--- config.mk ---
export PLATFORM = sky130hd
export DESIGN_NAME = dma_fifo
export DESIGN_NICKNAME = d
export VERILOG_FILES = /design/src/rtl/dma_fifo_pkg.sv /design/src/rtl/dma_fifo_mem.sv /design/src/rtl/dma_fifo.sv
export SDC_FILE = /design/constraint.sdc
export NUM_CORES = 1
export LEC_CHECK = 0
export ABC_AREA = 1
export CORE_ASPECT_RATIO = 1.75
export CORE_MARGIN = 1.5
export CORE_UTILIZATION = 40
export DETAILED_ROUTE_END_ITERATION = 6
export SKIP_LAST_GASP = 1
export SLEW_MARGIN = 20
export SYNTH_ARGS = -nofsm -noshare
export SYNTH_HDL_FRONTEND = slang
export SYNTH_SLANG_ARGS = --single-unit
--- constraint.sdc ---
create_clock -name clk -period 3.2 [get_ports clk]
set_clock_uncertainty 0.1 [all_clocks]
set_input_delay 0.96 -clock clk [delete_from_list [all_inputs] [get_ports clk]]
set_output_delay 0.96 -clock clk [all_outputs]
set_load 0.005 [all_outputs]
--- src/rtl/dma_fifo_pkg.sv ---
// Shared types and sizing helpers for the DMA data buffer.
package dma_fifo_pkg;

  // Kind of the most recent completed transfer, which a retry may undo.
  typedef enum logic [1:0] {
    OP_NONE = 2'd0,
    OP_PUSH = 2'd1,
    OP_POP  = 2'd2
  } last_op_t;

  function automatic int fifo_depth(input int addr_size);
    return 1 << addr_size;
  endfunction

  function automatic int fifo_chunk(input int addr_size, input int div_factor);
    return (1 << addr_size) >> div_factor;
  endfunction

  // Occupancy needs one more bit than the pointers so DEPTH is representable.
  function automatic int occ_width(input int addr_size);
    return addr_size + 1;
  endfunction

endpackage

--- src/rtl/dma_fifo_mem.sv ---
// DEPTH x DATA storage: synchronous write port, asynchronous read port.
// Contents are deliberately not reset.
module dma_fifo_mem
  import dma_fifo_pkg::*;
#(
  parameter int DATA      = 16,
  parameter int ADDR_SIZE = 5
) (
  input  logic                 clk,
  input  logic                 i_we,
  input  logic [ADDR_SIZE-1:0] i_waddr,
  input  logic [DATA-1:0]      i_wdata,
  input  logic [ADDR_SIZE-1:0] i_raddr,
  output logic [DATA-1:0]      o_rdata
);

  localparam int DEPTH = fifo_depth(ADDR_SIZE);

  logic [DATA-1:0] r_mem [DEPTH];

  // Write the pushed word at the write pointer.
  always_ff @(posedge clk) begin
    if (i_we) begin
      r_mem[i_waddr] <= i_wdata;
    end
  end

  assign o_rdata = r_mem[i_raddr];

endmodule

--- src/rtl/dma_fifo.sv ---
// Single-clock DMA data buffer with one-step rollback for retried transfers.
// Optional macro FIFO_ERR_FLAGS_EN adds sticky overflow/underflow outputs.
//
// last_op  | meaning
// ---------+-----------------------------------------------
// OP_NONE  | previous cycle moved nothing; rollback is a no-op
// OP_PUSH  | previous cycle pushed; rollback retracts wr_ptr
// OP_POP   | previous cycle popped; rollback restores rd_ptr
module dma_fifo
  import dma_fifo_pkg::*;
#(
  parameter int DATA       = 16,
  parameter int ADDR_SIZE  = 5,
  parameter int DIV_FACTOR = 3
) (
  input  logic            clk,
  input  logic            rst,
  input  logic            fifo_enable,
  input  logic            fifo_wr_rd,
  input  logic            fifo_old_add_flag,
  input  logic [DATA-1:0] fifo_in,
  output logic [DATA-1:0] fifo_out,
  output logic            full,
  output logic            empty,
  output logic            empty_partial
`ifdef FIFO_ERR_FLAGS_EN
  ,
  output logic            overflow,
  output logic            underflow
`endif
);

  localparam int DEPTH = fifo_depth(ADDR_SIZE);
  localparam int CHUNK = fifo_chunk(ADDR_SIZE, DIV_FACTOR);
  localparam int OCC_W = occ_width(ADDR_SIZE);

  localparam logic [OCC_W-1:0]     C_OCC_FULL = OCC_W'(DEPTH);
  localparam logic [OCC_W-1:0]     C_OCC_PART = OCC_W'(DEPTH - CHUNK);
  localparam logic [OCC_W-1:0]     C_OCC_ONE  = OCC_W'(1);
  localparam logic [ADDR_SIZE-1:0] C_PTR_ONE  = ADDR_SIZE'(1);

  logic [ADDR_SIZE-1:0] r_wr_ptr, r_rd_ptr;
  logic [OCC_W-1:0]     r_occ;
  last_op_t             r_last_op;
  logic                 r_flag_d;

  logic [ADDR_SIZE-1:0] w_wr_ptr_nxt, w_rd_ptr_nxt;
  logic [OCC_W-1:0]     w_occ_nxt;
  last_op_t             w_last_op_nxt;

  logic w_push_req, w_pop_req, w_push, w_pop, w_rollback;
  logic w_full, w_empty;
  logic [DATA-1:0] w_rdata;

  assign w_full     = (r_occ == C_OCC_FULL);
  assign w_empty    = (r_occ == '0);
  assign w_push_req = fifo_enable & fifo_wr_rd & ~fifo_old_add_flag;
  assign w_pop_req  = fifo_enable & ~fifo_wr_rd & ~fifo_old_add_flag;
  assign w_push     = w_push_req & ~w_full;
  assign w_pop      = w_pop_req & ~w_empty;
  assign w_rollback = fifo_old_add_flag & ~r_flag_d;

  // Register pointers, occupancy, last transfer and previous flag level.
  always_ff @(posedge clk) begin
    if (!rst) begin
      r_wr_ptr  <= '0;
      r_rd_ptr  <= '0;
      r_occ     <= '0;
      r_last_op <= OP_NONE;
      r_flag_d  <= 1'b0;
    end else begin
      r_wr_ptr  <= w_wr_ptr_nxt;
      r_rd_ptr  <= w_rd_ptr_nxt;
      r_occ     <= w_occ_nxt;
      r_last_op <= w_last_op_nxt;
      r_flag_d  <= fifo_old_add_flag;
    end
  end

  // Next-state: rollback on the rising flag edge only, else one push or pop.
  always_comb begin
    w_wr_ptr_nxt  = r_wr_ptr;
    w_rd_ptr_nxt  = r_rd_ptr;
    w_occ_nxt     = r_occ;
    w_last_op_nxt = OP_NONE;
    if (fifo_old_add_flag) begin
      if (w_rollback) begin
        case (r_last_op)
          OP_PUSH: begin
            w_wr_ptr_nxt = r_wr_ptr - C_PTR_ONE;
            w_occ_nxt    = r_occ - C_OCC_ONE;
          end
          OP_POP: begin
            w_rd_ptr_nxt = r_rd_ptr - C_PTR_ONE;
            w_occ_nxt    = r_occ + C_OCC_ONE;
          end
          default: ;
        endcase
      end
    end else if (w_push) begin
      w_wr_ptr_nxt  = r_wr_ptr + C_PTR_ONE;
      w_occ_nxt     = r_occ + C_OCC_ONE;
      w_last_op_nxt = OP_PUSH;
    end else if (w_pop) begin
      w_rd_ptr_nxt  = r_rd_ptr + C_PTR_ONE;
      w_occ_nxt     = r_occ - C_OCC_ONE;
      w_last_op_nxt = OP_POP;
    end
  end

  dma_fifo_mem #(
    .DATA      (DATA),
    .ADDR_SIZE (ADDR_SIZE)
  ) u_mem (
    .clk     (clk),
    .i_we    (w_push),
    .i_waddr (r_wr_ptr),
    .i_wdata (fifo_in),
    .i_raddr (r_rd_ptr),
    .o_rdata (w_rdata)
  );

  assign fifo_out      = w_empty ? '0 : w_rdata;
  assign full          = w_full;
  assign empty         = w_empty;
  assign empty_partial = (r_occ <= C_OCC_PART);

`ifdef FIFO_ERR_FLAGS_EN
  logic r_overflow, r_underflow;

  // Sticky error flags for rejected operations; cleared only by reset.
  always_ff @(posedge clk) begin
    if (!rst) begin
      r_overflow  <= 1'b0;
      r_underflow <= 1'b0;
    end else begin
      if (w_push_req & w_full)  r_overflow  <= 1'b1;
      if (w_pop_req  & w_empty) r_underflow <= 1'b1;
    end
  end

  assign overflow  = r_overflow;
  assign underflow = r_underflow;
`endif

endmodule

Word level (Yosys, flattened, before mapping)

Memories as Yosys holds them, arrays and structs flattened. A register that Yosys moved wholly into a read port is not among the register bits.
Index checks and enable logic that the tools add are counted.

Add/subtract/negate cells: 6
$lt $le $gt $ge: 1
Eq/ne operators: 8
Mux-type cells: 21
Bitwise gates (word level): 13
Reduce and logical (&&, ||, !) cells: 9

Operators by type and width:

| operator                                                       | count |
|---|---|
| 2-to-1 mux 5 bit                                               | 11 |
| 2-to-1 mux 6 bit                                               | 4 |
| 2-to-1 mux 16 bit                                              | 1 |
| case mux 6 bit (2 select lines)                                | 1 |
| adder 5 x 1 -> 5 bit, second input constant                    | 2 |
| subtractor 5 x 1 -> 5 bit, second input constant               | 2 |
| bitwise AND 1 bit                                              | 7 |
| adder 6 x 1 -> 6 bit, second input constant                    | 1 |
| equality test 6 bit, second input constant                     | 1 |
| less-or-equal comparator 6 x 5 -> 1 bit, second input constant | 1 |
| logical NOT 6 bit                                              | 1 |
| != test 2 x 1 -> 1 bit, second input constant                  | 3 |
| NOT 1 bit                                                      | 6 |
| AND reduction 3 bit                                            | 2 |
| subtractor 6 x 1 -> 6 bit, second input constant               | 1 |
| AND reduction 4 bit                                            | 1 |
| nonzero test 2 bit                                             | 2 |
| 2-to-1 mux 1 bit                                               | 3 |
| != test 3 x 1 -> 1 bit, second input constant                  | 1 |
| nonzero test 3 bit                                             | 1 |
| OR reduction 3 bit                                             | 1 |
| equality test 2 x 1 -> 1 bit, second input constant            | 1 |
| equality test 2 bit, second input constant                     | 1 |
| 2-to-1 mux 2 bit                                               | 1 |
| 2 further kinds                                                | 2 |

Flip-flop bits (word level): 19
Bits in writable memories: 512
Output and inout port bits: 19
Logic and storage cells: 65
Memories kept: 1

Memories:

| memory      | depth | bits a word | rd ports | clocked after Yosys merged registers in | write ports | line               | source |
|---|---|---|---|---|---|---|---|
| u_mem.r_mem | 32    | 16          | 1        | 1                                       | 1           | dma_fifo_mem.sv:19 | `logic [DATA-1:0] r_mem [DEPTH];` |

Longest topological paths before layout

Depth after elaboration: 9
Mapped depth: 12

Hierarchy

A second synthesis with hierarchy kept.

Cell total of the unflattened synthesis: 1993
Area, all modules: 22370.2 sq um

By module, submodules not included:

| module       | times used | cells an instance | area each (sq um) | seq. area each (sq um) |
|---|---|---|---|---|
| dma_fifo_mem | 1          | 1778              | 20981.4           | 15374.7 |
| dma_fifo     | 1          | 215               | 1388.8            | 380.4 |

Worst setup path after synthesis

No wires, ideal clock.

Kind: input-to-reg
From: input port fifo_old_add_flag
To: memory u_mem.r_mem[0][0], enable pin
Data arrival time: 2345 ps
Data required time: 2712 ps
Setup slack: 367 ps
Cell stages on the path: 6
Path buffers: 1
Cell sequence: buf_6 > nor2_1 > nand2_4 > nor2_1 > nand2_1 > nor2_1

Cells in the longest elaborated chain, start to end: 5

Ends and longest elaborated chain:

| item                                   | line               | source |
|---|---|---|
| start, declared                        | dma_fifo.sv:20     | `input logic fifo_old_add_flag,` |
| NOT 1 bit                              | dma_fifo.sv:57     | `assign w_push_req = fifo_enable & fifo_wr_rd & ~fifo_old_add_flag;` |
| bitwise AND 1 bit                      | dma_fifo.sv:57     |  |
| bitwise AND 1 bit                      | dma_fifo.sv:59     | `assign w_push = w_push_req & ~w_full;` |
| 2-to-1 mux 1 bit                       | dma_fifo_mem.sv:23 | `if (i_we) begin` |
| 2-to-1 mux 1 bit (not written as such) | dma_fifo_mem.sv:24 | `r_mem[i_waddr] <= i_wdata;` |
| end, declared                          | dma_fifo_mem.sv:19 |  |

Every way passes these cells.

==> flow_summary.toml <==
[outcome]
status = "finished, violations left"
violations = "setup timing"

[synth]
syn-cell-area_um2 = 22500
ys_seq_area_share_pct = 70.6
synthCells = 1975
synth.avg_cell_area_um2 = 11.4
synth_edf_count = 512
synthesis.nets = 2006
synth_flop_cell = "edfxtp_1"
synth_cell_types = 35
synth_warnings = 0
async_reset_ff_share_pct = 0
synth-seq-cells = 536

[flow_run]
cap_viol_max_count = 0

[setup_path]
worstSetupEndpointType = "output port"
worst-r2r-setup-slack_ps = 830
crit_arrival_ps = 2370
r2r_end = "u_mem.r_mem[28][5]$_DFFE_PP_"
ff2ff_path_depth = 9
path_max_fanout = 11
rr_startpoint = "r_occ[1]$_SDFFE_PN0P_"
worstSetupPathType = "reg2out"
worstPathRequired_ps = 2140
critPathLaunchType = "flip-flop"

[die]
die_height_um = 317
pin_count = 40
start_util_pct = 40.6
dieArea_um2 = 57700
floorplan.rows = 114
coreArea_um2 = 55300
die-width_um = 182

[pwr]
powerDensity_nw_per_um2 = 563
ir_drop_v = 0.000399
leakagePower_nw = 10.1

[cells_and_area]
finalNonFillerCells = 2868
fin_area_um2 = 27500
nets = 2169
area_growth_pct = 22.3
n_fill_cell = 4759
drive_above_1_share_pct = 20.5
fin_util_pct = 49.7
antennaDiodeCount = 0

[clock_network]
cts_max_path_buffers = 3
cts_root_buf = "clkbuf_16"
path_clk_slew_ps = 60
numCtsBuffers = 46
cts_tree = "yes"
h-tree-depth = 2
clock-sinks = 536
clock_latency_ps = 570

[timing]
finalWorstPathRequiredPeriod_ps = 3430
slew_violations = 0
hold_viol = 0
worst_slack_ps = -227
fmax_ghz = 0.292
rsz0062_at_grt = "true"
fin_tns_setup_ps = -2630
slew_headroom_pct = 69.2
finalSetupViolCount = 16
worst_pin_slew_ps = 459
finalCritPeriodShare_pct = 107

[grt]
antenna_found_initial = 0
overflow = 0
grt_pass1_vias = 15300
grtUsageTotal_pct = 21.8
grt_pass1_wl_mm = 92.7
grt_max_degree = 40

[drt]
postRouteAntennaNets = 0
via_count = 15500
routedWlPerCell_um = 21.8
drt-total-wl_mm = 62.6
dr.first_iter.drc_count = 1274
vias_per_cell = 5.41
drt_first_pass_iters = 6
drcViolationCount = 0

[hold_path]
hp-class = "reg2reg"
hold_depth = 2
hp-start = "r_rd_ptr[3]$_SDFFE_PN0P_"

[placement]
dpl.cell_count = 2740
portBuffers = 39
dp_hpwl_mm = 36.9
gp_congestion = 0.823
postPlaceCellArea_um2 = 24700
## sequential cells by signal (all words and copies together) (netlist names), named ones only
| signal | flops |
|---|---|
| u_mem.r_mem | 512 |
| r_occ | 6 |
| r_rd_ptr | 5 |
| r_wr_ptr | 5 |
| r_last_op | 2 |
| r_flag_d | 1 |
## power breakdown
group	leakage [nW]	internal, mW	total [mW]	switching [mW]
combinational	4.63	0.936	2.40	1.47
sequential	4.80	7.72	7.77	0.0518
clock	0.683	2.85	5.31	2.46
total	10.1	11.5	15.5	3.98
## logic make-up (layout without fill, tap and decap cells)
group,after synthesis,count (layout),share of synthesized area (%)
AO/OA/AOI/OAI,63,63,1.46
adder cells (fa/ha/maj),10,10,0.624
AND/OR/NAND/NOR,1211,1211,22.7
XOR/XNOR,10,10,0.390
buffers and inverters,145,342,4.24
flip-flops,536,536,70.6
## cell type report
type                            count  area, um^2  share of cell area [%]
Clock buffer                       57        1210                    4.42
Clock inverter                     25         173                   0.628
Inverter                           32         143                   0.519
Multi-Input combinational cell   1294        6320                    23.0
Sequential cell                   536       15900                    57.7
Tap cell                          696         871                    3.17
Timing Repair Buffer              228        2900                    10.5
## critical path, cell delays in order, from the launching register on
cell             delay (ps)
dfxtp_4                 470
inv_12                   70
buf_12                  130
buf_16                  140
buf_12                  150
nand2_2                  60
nand3_2                  80
nand3_2                  90
nand2_1                  50
nand2_1                  60
nand3_2                  90
nand2_4                 120
nor2_4                   50
clkdlybuf4s15_2         210
## stage by stage
| stage | hold slack, ps | setup WS [ps] | power (mW) |
|---|---|---|---|
| after floorplan | 371 | 367 | 8.99 |
| after global placement | 393 | -90.5 | 9.87 |
| after global routing | 450 | -322 | 16.0 |
| final | 408 | -227 | 15.5 |
| after CTS | 417 | -289 | 15.4 |
| after detailed placement | 407 | -70.1 | 9.89 |
## what timing repair did
| item | CTS | global route |
|---|---|---|
| gates cloned | 10 | 5 |
| setup buffers | 17 | 17 |
| pin swaps | 44 | 50 |
| hold buffers | 0 | 0 |
| endpoints found under the setup margin | 19 | 17 |
| gates resized for setup | 163 | 109 |
## synthesized netlist by cell type, types with 6 or more instances
master | instances | share of area, %
clkbuf_1 | 13 | 0.22
a21oi_1 | 34 | 0.76
o21ai_1 | 6 | 0.13
nand3_1 | 396 | 8.8
dfxtp_1 | 24 | 2.1
inv_1 | 26 | 0.43
buf_4 | 26 | 0.87
buf_2 | 30 | 0.67
ha_1 | 8 | 0.45
nand2_1 | 694 | 12
o21ai_0 | 19 | 0.42
nor2_1 | 108 | 1.8
buf_1 | 11 | 0.18
buf_6 | 31 | 1.6
edfxtp_1 | 512 | 68
## cells in the final DEF, fill, tap and decap left out, types with 22 or more instances in the layout
| cell | instances |
|---|---|
| nand2_1 | 649 |
| buf_4 | 92 |
| buf_12 | 59 |
| nand3_1 | 353 |
| clkdlybuf4s50_1 | 22 |
| edfxtp_1 | 512 |
| nor2_1 | 55 |
| nand3_2 | 45 |
| a21oi_1 | 25 |
| nor2_2 | 35 |
| inv_1 | 24 |
| clkbuf_16 | 52 |
| nand2_2 | 39 |
## routing by layer
layer	wire length (um)	up-vias	GRT usage, %	part of all wire (%)
li1	-	7169	-	-
met1	23300	7638	25.3	37
met2	33200	580	39.6	53
met3	3480	138	2.50	5.6
met4	2720	0	11.1	4.3
met5	0	-	0	0
## worst max path at each step
stage / slack [ps] / start / cells past startpoint / endpoint
after floorplan: 370 / fifo_old_add_flag / 6 / u_mem.r_mem[0][0]$_DFFE_PP_
after global placement: -90 / flip-flop / 9 / fifo_out[13]
after detailed placement: -70 / flip-flop / 11 / fifo_out[13]
after CTS: -290 / flip-flop / 13 / fifo_out[4]
after global routing: -320 / flip-flop / 12 / fifo_out[6]
final: -230 / flip-flop / 13 / fifo_out[13]
No activity file was read; power rests on OpenSTA's default activity.
